===== src/rtl/dzcpu_useq.sv =====
// dzcpu micro-op sequencer: owns the uPC, fetches opcode / CB bytes and walks flows to eof.
// Optional interrupt dispatch at instruction boundaries is built when DZCPU_IRQ_DISPATCH_EN is defined.
module dzcpu_useq #(
  parameter int                 UPC_W        = 8,
  parameter logic [UPC_W-1:0]   IRQ_FLOW_IDX = 8'd238,
  parameter int                 NUM_IRQ      = 5
) (
  input  logic               iClock,
  input  logic               iReset_n,
  input  logic               iMemValid,
  input  logic [7:0]         iMemData,
  input  logic [UPC_W-1:0]   iFlowIdx,
  input  logic [UPC_W-1:0]   iCbFlowIdx,
  input  logic               iEof,
  input  logic               iEofZ,
  input  logic               iEofNz,
  input  logic               iJcb,
  input  logic               iFlagZ,
  input  logic               iIme,
  input  logic [NUM_IRQ-1:0] iIrqPending,
  output logic [UPC_W-1:0]   oUopAddr,
  output logic [7:0]         oMop,
  output logic               oFetchReq,
  output logic [NUM_IRQ-1:0] oIrqAck,
  output logic [7:0]         oIrqVector,
  output logic               oRetire
);

  typedef enum logic [2:0] {
    ST_FETCH    = 3'd0,
    ST_DECODE   = 3'd1,
    ST_EXEC     = 3'd2,
    ST_CBFETCH  = 3'd3,
    ST_CBDECODE = 3'd4
  } state_t;

  localparam logic [UPC_W-1:0] UPC_ONE = {{(UPC_W-1){1'b0}}, 1'b1};

  state_t            r_state;
  logic [UPC_W-1:0]  r_upc;
  logic [7:0]        r_mop;
  logic              w_end;
  logic              w_boundary;
  logic              w_take_irq;
  logic [7:0]        w_irq_vec;

  // Both conditional eofs together end the flow whatever Z is.
  assign w_end      = iEof | (iEofZ & iFlagZ) | (iEofNz & ~iFlagZ) | (iEofZ & iEofNz);
  assign w_boundary = (r_state == ST_EXEC) & ~iJcb & w_end;

`ifdef DZCPU_IRQ_DISPATCH_EN
  localparam logic [NUM_IRQ-1:0] IRQ_ONE = {{(NUM_IRQ-1){1'b0}}, 1'b1};

  function automatic logic [7:0] irq_index(input logic [NUM_IRQ-1:0] pend);
    logic [7:0] idx;
    idx = 8'd0;
    for (int i = NUM_IRQ - 1; i >= 0; i--) begin
      if (pend[i]) begin
        idx = 8'(i);
      end
    end
    return idx;
  endfunction

  logic [NUM_IRQ-1:0] w_irq_low;
  logic [7:0]         w_irq_idx;
  logic [7:0]         r_irq_vec;

  assign w_irq_low  = iIrqPending & (~iIrqPending + IRQ_ONE);
  assign w_irq_idx  = irq_index(iIrqPending);
  assign w_irq_vec  = 8'h40 + {w_irq_idx[4:0], 3'b000};
  assign w_take_irq = w_boundary & iIme & (|iIrqPending);
  assign oIrqAck    = w_take_irq ? w_irq_low : {NUM_IRQ{1'b0}};
  assign oIrqVector = r_irq_vec;

  // Handler vector low byte, held until the next acknowledge.
  always_ff @(posedge iClock or negedge iReset_n) begin
    if (!iReset_n) begin
      r_irq_vec <= 8'h00;
    end else if (w_take_irq) begin
      r_irq_vec <= w_irq_vec;
    end else begin
      r_irq_vec <= r_irq_vec;
    end
  end
`else
  logic w_unused_irq;

  assign w_unused_irq = iIme ^ (^iIrqPending);
  assign w_irq_vec    = 8'h00;
  assign w_take_irq   = 1'b0;
  assign oIrqAck      = {NUM_IRQ{1'b0}};
  assign oIrqVector   = 8'h00;
`endif

  // Sequencer FSM: state, uPC and latched opcode.
  always_ff @(posedge iClock or negedge iReset_n) begin
    if (!iReset_n) begin
      r_state <= ST_FETCH;
      r_upc   <= {UPC_W{1'b0}};
      r_mop   <= 8'h00;
    end else begin
      case (r_state)
        ST_FETCH: begin
          if (iMemValid) begin
            r_mop   <= iMemData;
            r_state <= ST_DECODE;
          end else begin
            r_state <= ST_FETCH;
          end
        end
        ST_DECODE: begin
          r_upc   <= iFlowIdx;
          r_state <= ST_EXEC;
        end
        ST_EXEC: begin
          if (iJcb) begin
            r_state <= ST_CBFETCH;
          end else if (w_end) begin
            if (w_take_irq) begin
              r_upc   <= IRQ_FLOW_IDX;
              r_state <= ST_EXEC;
            end else begin
              r_upc   <= {UPC_W{1'b0}};
              r_state <= ST_FETCH;
            end
          end else begin
            r_upc <= r_upc + UPC_ONE;
          end
        end
        ST_CBFETCH: begin
          if (iMemValid) begin
            r_mop   <= iMemData;
            r_state <= ST_CBDECODE;
          end else begin
            r_state <= ST_CBFETCH;
          end
        end
        ST_CBDECODE: begin
          r_upc   <= iCbFlowIdx;
          r_state <= ST_EXEC;
        end
        default: begin
          r_state <= ST_FETCH;
          r_upc   <= {UPC_W{1'b0}};
        end
      endcase
    end
  end

  // Retire and ack must coincide with the eof micro-op, so they decode the live ROM bits.
  assign oRetire   = w_boundary;
  assign oUopAddr  = r_upc;
  assign oMop      = r_mop;
  assign oFetchReq = (r_state == ST_FETCH) | (r_state == ST_CBFETCH);

endmodule


===== config.mk =====
export PLATFORM = sky130hd
export DESIGN_NAME = dzcpu_useq
export DESIGN_NICKNAME = d
export VERILOG_FILES = /design/src/rtl/dzcpu_useq.sv
export SDC_FILE = /design/constraint.sdc
export NUM_CORES = 1
export LEC_CHECK = 0
export CORE_ASPECT_RATIO = 0.8
export CORE_MARGIN = 5
export CORE_UTILIZATION = 35
export CTS_BUF_LIST = sky130_fd_sc_hd__clkbuf_2
export CTS_CLUSTER_SIZE = 14
export DETAILED_ROUTE_END_ITERATION = 6
export PLACE_DENSITY_LB_ADDON = 0.05
export SYNTH_ARGS = -nofsm -noshare
export SYNTH_HDL_FRONTEND = slang
export SYNTH_SLANG_ARGS = --single-unit

===== constraint.sdc =====
create_clock -name iClock -period 1.59 [get_ports iClock]
set_input_delay 0.318 -clock iClock [delete_from_list [all_inputs] [get_ports iClock]]
set_output_delay 0.318 -clock iClock [all_outputs]
set_load 0.02 [all_outputs]

---- Word-level counts from Yosys, hierarchy flattened ----
Index checks and enable logic that the tools add are counted.
operators by class
  bitwise operators ....................... 12
  add/sub/neg operators ................... 1
  muxes and demuxes ....................... 8
  reduce and logical (&&, ||, !) cells .... 5
  equal/unequal tests ..................... 6
operator list
  cell                   count
  $pmux W8 S4            1
  $mux W8                2
  $pmux W3 S4            1
  $mux W3                3
  $add A8 B1 Y8 const B  1
  $eq A3 B2 Y1 const B   2
  $and A1 B1 Y1          5
  $or A1 B1 Y1           4
  $reduce_and A2 Y1      2
  $reduce_or A2 Y1       2
  $eq A3 B1 Y1 const B   1
  $eq A3 B3 Y1 const B   1
  $logic_not A3 Y1       1
  $ne A3 B3 Y1 const B   1
  $not A1 Y1             3
  $ne A2 B2 Y1 const B   1
  $mux W1                1
word-level totals
  output and inout port bits .............. 31
  bits in registers ....................... 19

---- Depth between registers and ports, before layout ----
Gate-level depths: netlist of run 1.
  word-level depth ........................ 7
  depth in mapped cells ................... 6
  depth with buffers taken out ............ 5

---- Worst setup path after synthesis of run 1 ----
OpenSTA, ideal clock, no wires.
  kind .................................... reg-to-reg
  start ................................... register r_state[1]
  end ..................................... register r_mop[0], in the netlist oMop[0]
  path slack .............................. -306 ps
  data arrival time ....................... 1772 ps
  library setup time ...................... 125 ps
  required time ........................... 1465 ps
  cell stages (with the launch flop) ...... 6
  cell sequence ........................... dfrtp_1 > nor2b_1 > nor3_1 > and2_1 > buf_2 > mux2_2
on the way
  longest elaborated chain between the ends .. 3
ends and longest elaborated chain
  what                                                     line  RTL
  start: declaration                                       39    state_t r_state;
  start signal: assignment                                 99    r_state <= ST_FETCH;
  start signal: assignment                                 107   r_state <= ST_DECODE;
  start signal: assignment                                 109   r_state <= ST_FETCH;
  $eq A3 B2 Y1 / $logic_not A3 Y1 (equally long branches)  103   case (r_state)
  $reduce_or A2 Y1 (no source line) *                      -
  $reduce_and A2 Y1 (no source line) *                     -
  end signal: assignment                                   106   r_mop <= iMemData;
  end signal: assignment                                   133   r_mop <= iMemData;
  end: declaration                                         41    logic [7:0] r_mop;
Mark *: on every way between the ends. The rest lies on a longest branch, timed or not.
A chain may end at the register's enable or synchronous reset.

---- Final worst setup path of run 1 ----
  start ................................... register r_state[0]
  end ..................................... output oRetire
on the way
  longest elaborated chain between the ends .. 3
ends and longest elaborated chain
  what                         line  RTL
  $eq A3 B2 Y1                 49    assign w_boundary = (r_state == ST_EXEC) & ~iJcb & w_end;
  $and A1 B1 Y1 (2 in series)  49
  end: declaration             26    output logic oRetire
Every way passes these cells.

==> out/qor.txt, run 1 <==
status: complete, but fails checks
failing checks: setup timing
H-Tree Depth: 1
worst skew pair latency: 0.34 ns
first-pass iteration count of the detailed router: 4
RSZ-0062 raised after global routing: yes
Die ar.: 4630 µm²
f_max: 587 MHz
Place WS: -0.606 ns
GRT Residual Overflow: 0
area share of the largest cell type after synthesis: 40.4%
share of layout cells above drive strength 1: 36.2%
final period utilization: 107%
nets@finish: 236
antenna-violating nets left: 0
CP Max Fanout: 4
GRT Resource Usage Total: 14.8%
Leakage: 0.896 nW
Hold WC Path Type: input pin to async pin
CTS Buf Count: 3
placed cells: 222
R2R Setup Slk: -0.07 ns
PD cells: 1740 nW/µm²
kind of cell adding the most delay to the critical path: flip-flops
fin area: 2010 µm²
Die Wd: 74.8 µm
count of inserted antenna diode cells: 0
FILL cells: 270
first-pass GRT wire length: 5200 µm
clock skew: 0.0132 ns
Synth Instances: 121
Reg area: 478 µm²
startpoint type of the worst setup path: flip-flop
R2R cell count: 5
largest net degree at the start of global routing: 20
initial core utilization: 37.3%
area leader, netlist: dfrtp_1
Worst Path Buf+Inv: 2
final hold violation count: 0
Initial DRC Count: 117
r2r endpoint: oUopAddr[3]
max-slew violation count: 0
core area: 3150 µm²
clk sink count: 19
DRC: 0
clk buf depth: 2
final setup vio count: 8
Top Ports: 69
minimum clock period: 1.70 ns
routed wire length: 3580 µm
DR WL/cell: 15.1 µm
row cnt: 18
yosys warns: 0
Cell variety after synth: 38
Largest stage delay, worst path: 0.49 ns
Finished Layout Cells: 236
Vias: 1,218
Routability Congestion: 0.795
CP Cell Sequence: buf_6 -> nor4_4 -> buf_4
P&R area growth vs syn: 70.5%
HPWL after detailed placement: 2580 µm
synthesized flop and latch total: 19
Seq/Total Area, Yosys: 40.4%
via density per instance: 5.16
Post-Place Cell Area: 1820 µm²
max-cap violations: 0
arrival time worst endpoint: 1.38 ns
worst ir drop on vdd: 998 µV
Critical Path End Type: primary output
Worst EP required: 1.27 ns
Worst Slack Setup Final: -0.113 ns
initial antenna violation count: 0
vias in the first global route: 1,076
clock root cell: clkbuf_2
largest cells by area after synthesis: dfrtp_1, buf_4, mux2_2, a22oi_1, o21ai_0
CTS tree: built
clk slew on worst S/H paths: 0.21 ns
critical setup path kind: flip-flop to primary output
Port Buf Inserts: 49
slowest CP cell: dfrtp_2
hold-fix buffers at CTS: 0
area of the mapped netlist: 1180 µm²
DIE HEIGHT: 61.9 µm
number of cells on the critical path: 3
reg2reg start: r_state[1]
Avg Cell Area, Syn: 9.73 µm²
area of the multi-input gates: 726 µm²
-- worst max path at each step --
stage,from,end,slack [ns]
floorplan,r_state[1],oMop[0],-0.02
global placement,iFlagZ,oRetire,-0.58
detailed placement,iFlagZ,oRetire,-0.61
CTS,r_state[0],oUopAddr[3],-0.13
global route,r_state[0],oRetire,-0.16
finish,r_state[0],oRetire,-0.11
-- layer usage --
| layer | part of all wire, % | track usage [%] | vias up |
|---|---|---|---|
| met5 | 0 | 0 | - |
| met4 | 1.7 | 4.31 | 0 |
| met3 | 9.0 | 3.70 | 6 |
| met2 | 48 | 23.7 | 55 |
| met1 | 42 | 20.0 | 580 |
| li1 | - | - | 577 |
-- kinds of logic (layout without fill, tap and decap cells) --
| logic type | count (synthesis) | count (layout) | synth area share (%) |
|---|---|---|---|
| flip-flops | 19 | 19 | 40.4 |
| buffers and inverters | 22 | 85 | 11.4 |
| other | 1 | 13 | 0.319 |
| AND/OR/NAND/NOR | 31 | 31 | 14.5 |
| multiplexers | 9 | 9 | 8.93 |
| adder cells (fa/ha/maj) | 1 | 1 | 1.06 |
| AO/OA/AOI/OAI | 38 | 38 | 23.5 |
-- state kept, by name, indices dropped and copies added (netlist names) --
signal / count
r_state: 3
oUopAddr: 8
oMop: 8
-- final cells by class --
| type | count | area share, % |
|---|---|---|
| multi-input cells | 92 | 36.2 |
| repair buffers | 78 | 36.0 |
| flip-flops and latches | 19 | 23.8 |
| well taps | 40 | 2.49 |
| clock buffers | 3 | 0.748 |
| inverters | 3 | 0.561 |
| clock inverters | 1 | 0.249 |
-- cells in the mapped netlist (all sizes together) --
| cell | instances |
|---|---|
| a211o | 1 |
| a211oi | 2 |
| a21o | 1 |
| a21oi | 4 |
| a221o | 2 |
| a22o | 4 |
| a22oi | 7 |
| and2 | 1 |
| and2b | 1 |
| buf | 15 |
| clkbuf | 4 |
| conb | 1 |
| dfrtp | 19 |
| ha | 1 |
| inv | 3 |
| mux2 | 9 |
| nand2 | 8 |
| nand2b | 1 |
| nand3 | 2 |
| nand4 | 1 |
| nor2 | 4 |
| nor2b | 3 |
| nor3 | 2 |
| nor4 | 2 |
| o21ai | 10 |
| o221ai | 1 |
| o22a | 1 |
| o22ai | 1 |
| o2bb2ai | 1 |
| o31ai | 1 |
| o32a | 2 |
| or2 | 1 |
| or2b | 1 |
| or3 | 2 |
| or4 | 1 |
| or4b | 1 |
-- timing repair --
item / in CTS / in global routing
endpoints found under the setup margin: 26 / 18
pin swaps: 3 / 6
setup buffers: 3 / 7
resized for setup: 45 / 20
-- report_power, final --
part	total [mW]	internal [mW]	switching, mW
Sequential	0.908	0.709	0.199
Combinational	2.36	1.21	1.15
Clock	0.229	0.0571	0.172
Total	3.50	1.98	1.52
-- metrics by stage --
stage	util [%]	hold WS [ns]	total power [mW]	TNS [ns]
floorplan	-	0.0224	2.02	-0.148
global placement	57.7	0.488	2.93	-4.87
detailed placement	57.7	0.498	2.96	-5.11
CTS	59.7	0.294	3.18	-0.469
global route	63.7	0.318	3.73	-1.01
finish	63.7	0.277	3.50	-0.469
-- layout by cell type, fill, tap and decap left out, types with 2 or more instances in the layout --
| master | netlist | final |
|---|---|---|
| a21oi_2 | 0 | 3 |
| a221o_1 | 2 | 2 |
| a22o_1 | 4 | 4 |
| a22oi_1 | 7 | 6 |
| buf_4 | 13 | 23 |
| buf_6 | 0 | 6 |
| clkbuf_2 | 0 | 3 |
| clkdlybuf4s50_1 | 0 | 28 |
| conb_1 | 1 | 13 |
| dfrtp_1 | 19 | 17 |
| dfrtp_2 | 0 | 2 |
| dlygate4sd2_1 | 0 | 19 |
| inv_1 | 3 | 3 |
| mux2_2 | 8 | 8 |
| nand2_1 | 8 | 6 |
| nand2_2 | 0 | 2 |
| nand3_1 | 2 | 2 |
| nor2_1 | 4 | 2 |
| nor2b_4 | 0 | 2 |
| o21ai_0 | 10 | 8 |
| o32a_1 | 2 | 2 |
| or3_1 | 2 | 2 |
Note: power is estimated with default switching activity, not from simulation.
==> inputs of run 2 (changes only) <==
--- a/config.mk
+++ b/config.mk
@@ -12,6 +12,7 @@
 export CTS_CLUSTER_SIZE = 14
 export DETAILED_ROUTE_END_ITERATION = 6
 export PLACE_DENSITY_LB_ADDON = 0.05
+export REMOVE_ABC_BUFFERS = 1
 export SYNTH_ARGS = -nofsm -noshare
 export SYNTH_HDL_FRONTEND = slang
 export SYNTH_SLANG_ARGS = --single-unit
==> run 2 against run 1 <==
Clock skew fell by 0.0041 ns. The run still ends with setup timing left. Cell area fell by 4.4%. Highest routed layer unchanged. Critical path depth rose by 3. Global-route usage fell by 0.11 points. First-iteration DRC count rose by 11%. Worst setup slack got worse by 0.037 ns. Core utilization fell by 2.8 points. Die area did not move.
==> out/qor.txt, run 2 (synthesis gave the netlist of run 1 again) <==
Worst Slack Setup Final: -0.150 ns (was -0.113 ns)
Die Wd: 74.8 µm (unchanged)
share of layout cells above drive strength 1: 31.8% (was 36.2%)
HPWL after detailed placement: 2420 µm (was 2580 µm)
initial core utilization: 37.3% (unchanged)
Finished Core Util: 60.8% (was 63.7%)
Port Buf Inserts: 49 (unchanged)
Vias: 1,189 (was 1,218)
Largest stage delay, worst path: 0.50 ns (was 0.49 ns)
first-pass iteration count of the detailed router: 4 (unchanged)
f_max: 575 MHz (was 587 MHz)
critical setup path kind: flip-flop to flip-flop (was flip-flop to primary output)
clk sink count: 19 (unchanged)
FILL cells: 274 (was 270)
largest net degree at the start of global routing: 20 (unchanged)
max-cap violations: 0 (unchanged)
row cnt: 18 (unchanged)
antenna-violating nets left: 0 (unchanged)
via density per instance: 5.13 (was 5.16)
routed wire length: 3350 µm (was 3580 µm)
count of inserted antenna diode cells: 0 (unchanged)
arrival time worst endpoint: 2.00 ns (was 1.38 ns)
DR WL/cell: 14.4 µm (was 15.1 µm)
first-pass GRT wire length: 5260 µm (was 5200 µm)
commonest non-fill, non-tap cell in the layout: clkdlybuf4s50_1 (unchanged)
fin area: 1920 µm² (was 2010 µm²)
Top Ports: 69 (unchanged)
R2R cell count: 6 (was 5)
final setup vio count: 8 (unchanged)
Routability Congestion: 0.828 (was 0.795)
Leakage: 0.852 nW (was 0.896 nW)
Critical Path End Type: flip-flop (was primary output)
clk slew on worst S/H paths: 0.21 ns (about the same)
GRT Resource Usage Total: 14.7% (was 14.8%)
worst skew pair latency: 0.32 ns (was 0.34 ns)
worst ir drop on vdd: 1180 µV (was 998 µV)
slowest CP cell: or4_4 (was dfrtp_2)
startpoint type of the worst setup path: flip-flop (unchanged)
H-Tree Depth: 1 (unchanged)
minimum clock period: 1.74 ns (was 1.70 ns)
PD cells: 1730 nW/µm² (was 1740 nW/µm²)
CTS Buf Count: 3 (unchanged)
Hold WC Path Type: input pin to async pin (unchanged)
final hold violation count: 0 (unchanged)
initial antenna violation count: 0 (unchanged)
DRC: 0 (unchanged)
status: complete, but fails checks (unchanged)
clk buf depth: 2 (unchanged)
hold-fix buffers at CTS: 0 (unchanged)
Worst EP required: 1.85 ns (was 1.27 ns)
CP Max Fanout: 4 (unchanged)
clock root cell: clkbuf_2 (unchanged)
vias in the first global route: 1,160 (was 1,076)
Post-Place Cell Area: 1780 µm² (was 1820 µm²)
Die ar.: 4630 µm² (unchanged)
CTS tree: built (unchanged)
max-slew violation count: 0 (unchanged)
GRT Residual Overflow: 0 (unchanged)
P&R area growth vs syn: 62.9% (was 70.5%)
commonest cells after routing, fill and taps aside: clkdlybuf4s50_1, buf_4, dlygate4sd2_1, dfrtp_1, conb_1 (unchanged)
DIE HEIGHT: 61.9 µm (unchanged)
nets@finish: 232 (was 236)
Initial DRC Count: 130 (was 117)
RSZ-0062 raised after global routing: yes (unchanged)
final period utilization: 109% (was 107%)
core area: 3150 µm² (unchanged)
failing checks: setup timing (unchanged)
CP Cell Sequence: buf_12 -> nand2b_4 -> buf_6 -> or4_4 -> o32a_1 -> o22ai_2 (was buf_6 -> nor4_4 -> buf_4)
clock skew: 0.00909 ns (was 0.0132 ns)
run 2: cell types whose count changed in the layout (fill, tap and decap cells not counted), sizes merged:
cell,change
buf,-4
dlygate4sd2,-2
clkdlybuf4s50,+2
run 2: what timing repair did:
item                                    CTS  global route
pin swaps                                 4             6
gates resized for setup                  38            16
endpoints found under the setup margin   33            18
setup buffers                             7             2
run 2: layer usage:
metal	track usage, %	part of all wire (%)	up-vias
met4	1.78	0.87	0
li1	-	-	572
met1	20.2	45	552
met3	4.18	10	4
met5	0	0	-
met2	23.8	44	61
run 2: area by class of cell:
cell class | instances | area [µm²] | share of cell area (%)
repair buffers | 74 | 681 | 35.5
multi-input cells | 92 | 676 | 35.2
flip-flops and latches | 19 | 480 | 25.0
well taps | 40 | 50.0 | 2.61
clock buffers | 3 | 15.0 | 0.783
inverters | 3 | 11.3 | 0.587
clock inverters | 1 | 5.00 | 0.261
run 2: final timing paths:
path,startpoint,endpoint,slack (ns)
worst max register to register,r_state[1],oUopAddr[3],-0.15
worst min-delay path,iReset_n,oUopAddr[5],0.31
worst max-delay path,r_state[1],oUopAddr[3],-0.15
min in group iClock,oMop[6],oMop[6],0.53
max in group asynchronous,iReset_n,r_state[1],1.05
worst min register to register,oMop[6],oMop[6],0.53
run 2: worst max-delay path: cells and delay by family, from the launching register on:
kind	cells	cell delay [ns]
compound gates	2	0.45
flops	1	0.46
buf+inv	2	0.22
simple gates	2	0.55
run 2: report_power, final:
part / internal, mW / leakage (nW) / switching, mW / total (mW)
registers: 0.714 / 0.232 / 0.198 / 0.912
clock network: 0.0570 / 0.0164 / 0.165 / 0.222
logic: 1.13 / 0.604 / 1.05 / 2.18
total: 1.90 / 0.852 / 1.42 / 3.32
run 2: through the flow:
stage	hold WS [ns]	setup TNS [ns]	std cells	setup WS, ns	power (mW)
after floorplan	0.0224	-3.59	114	-0.443	1.90
after global placement	0.487	-4.51	220	-0.605	2.87
after detailed placement	0.499	-4.71	220	-0.632	2.89
after CTS	0.307	-0.486	230	-0.135	3.14
after global routing	0.296	-1.70	232	-0.229	3.56
final	0.307	-0.547	232	-0.150	3.32
==> inputs of run 3 (changes only) <==
--- a/config.mk
+++ b/config.mk
@@ -9,6 +9,7 @@
 export CORE_MARGIN = 5
 export CORE_UTILIZATION = 35
 export CTS_BUF_LIST = sky130_fd_sc_hd__clkbuf_2
+export CTS_CLUSTER_DIAMETER = 40
 export CTS_CLUSTER_SIZE = 14
 export DETAILED_ROUTE_END_ITERATION = 6
 export PLACE_DENSITY_LB_ADDON = 0.05
==> results of run 3 <==
Same layout as run 2: the final DEF is identical, and so are final timing and power.
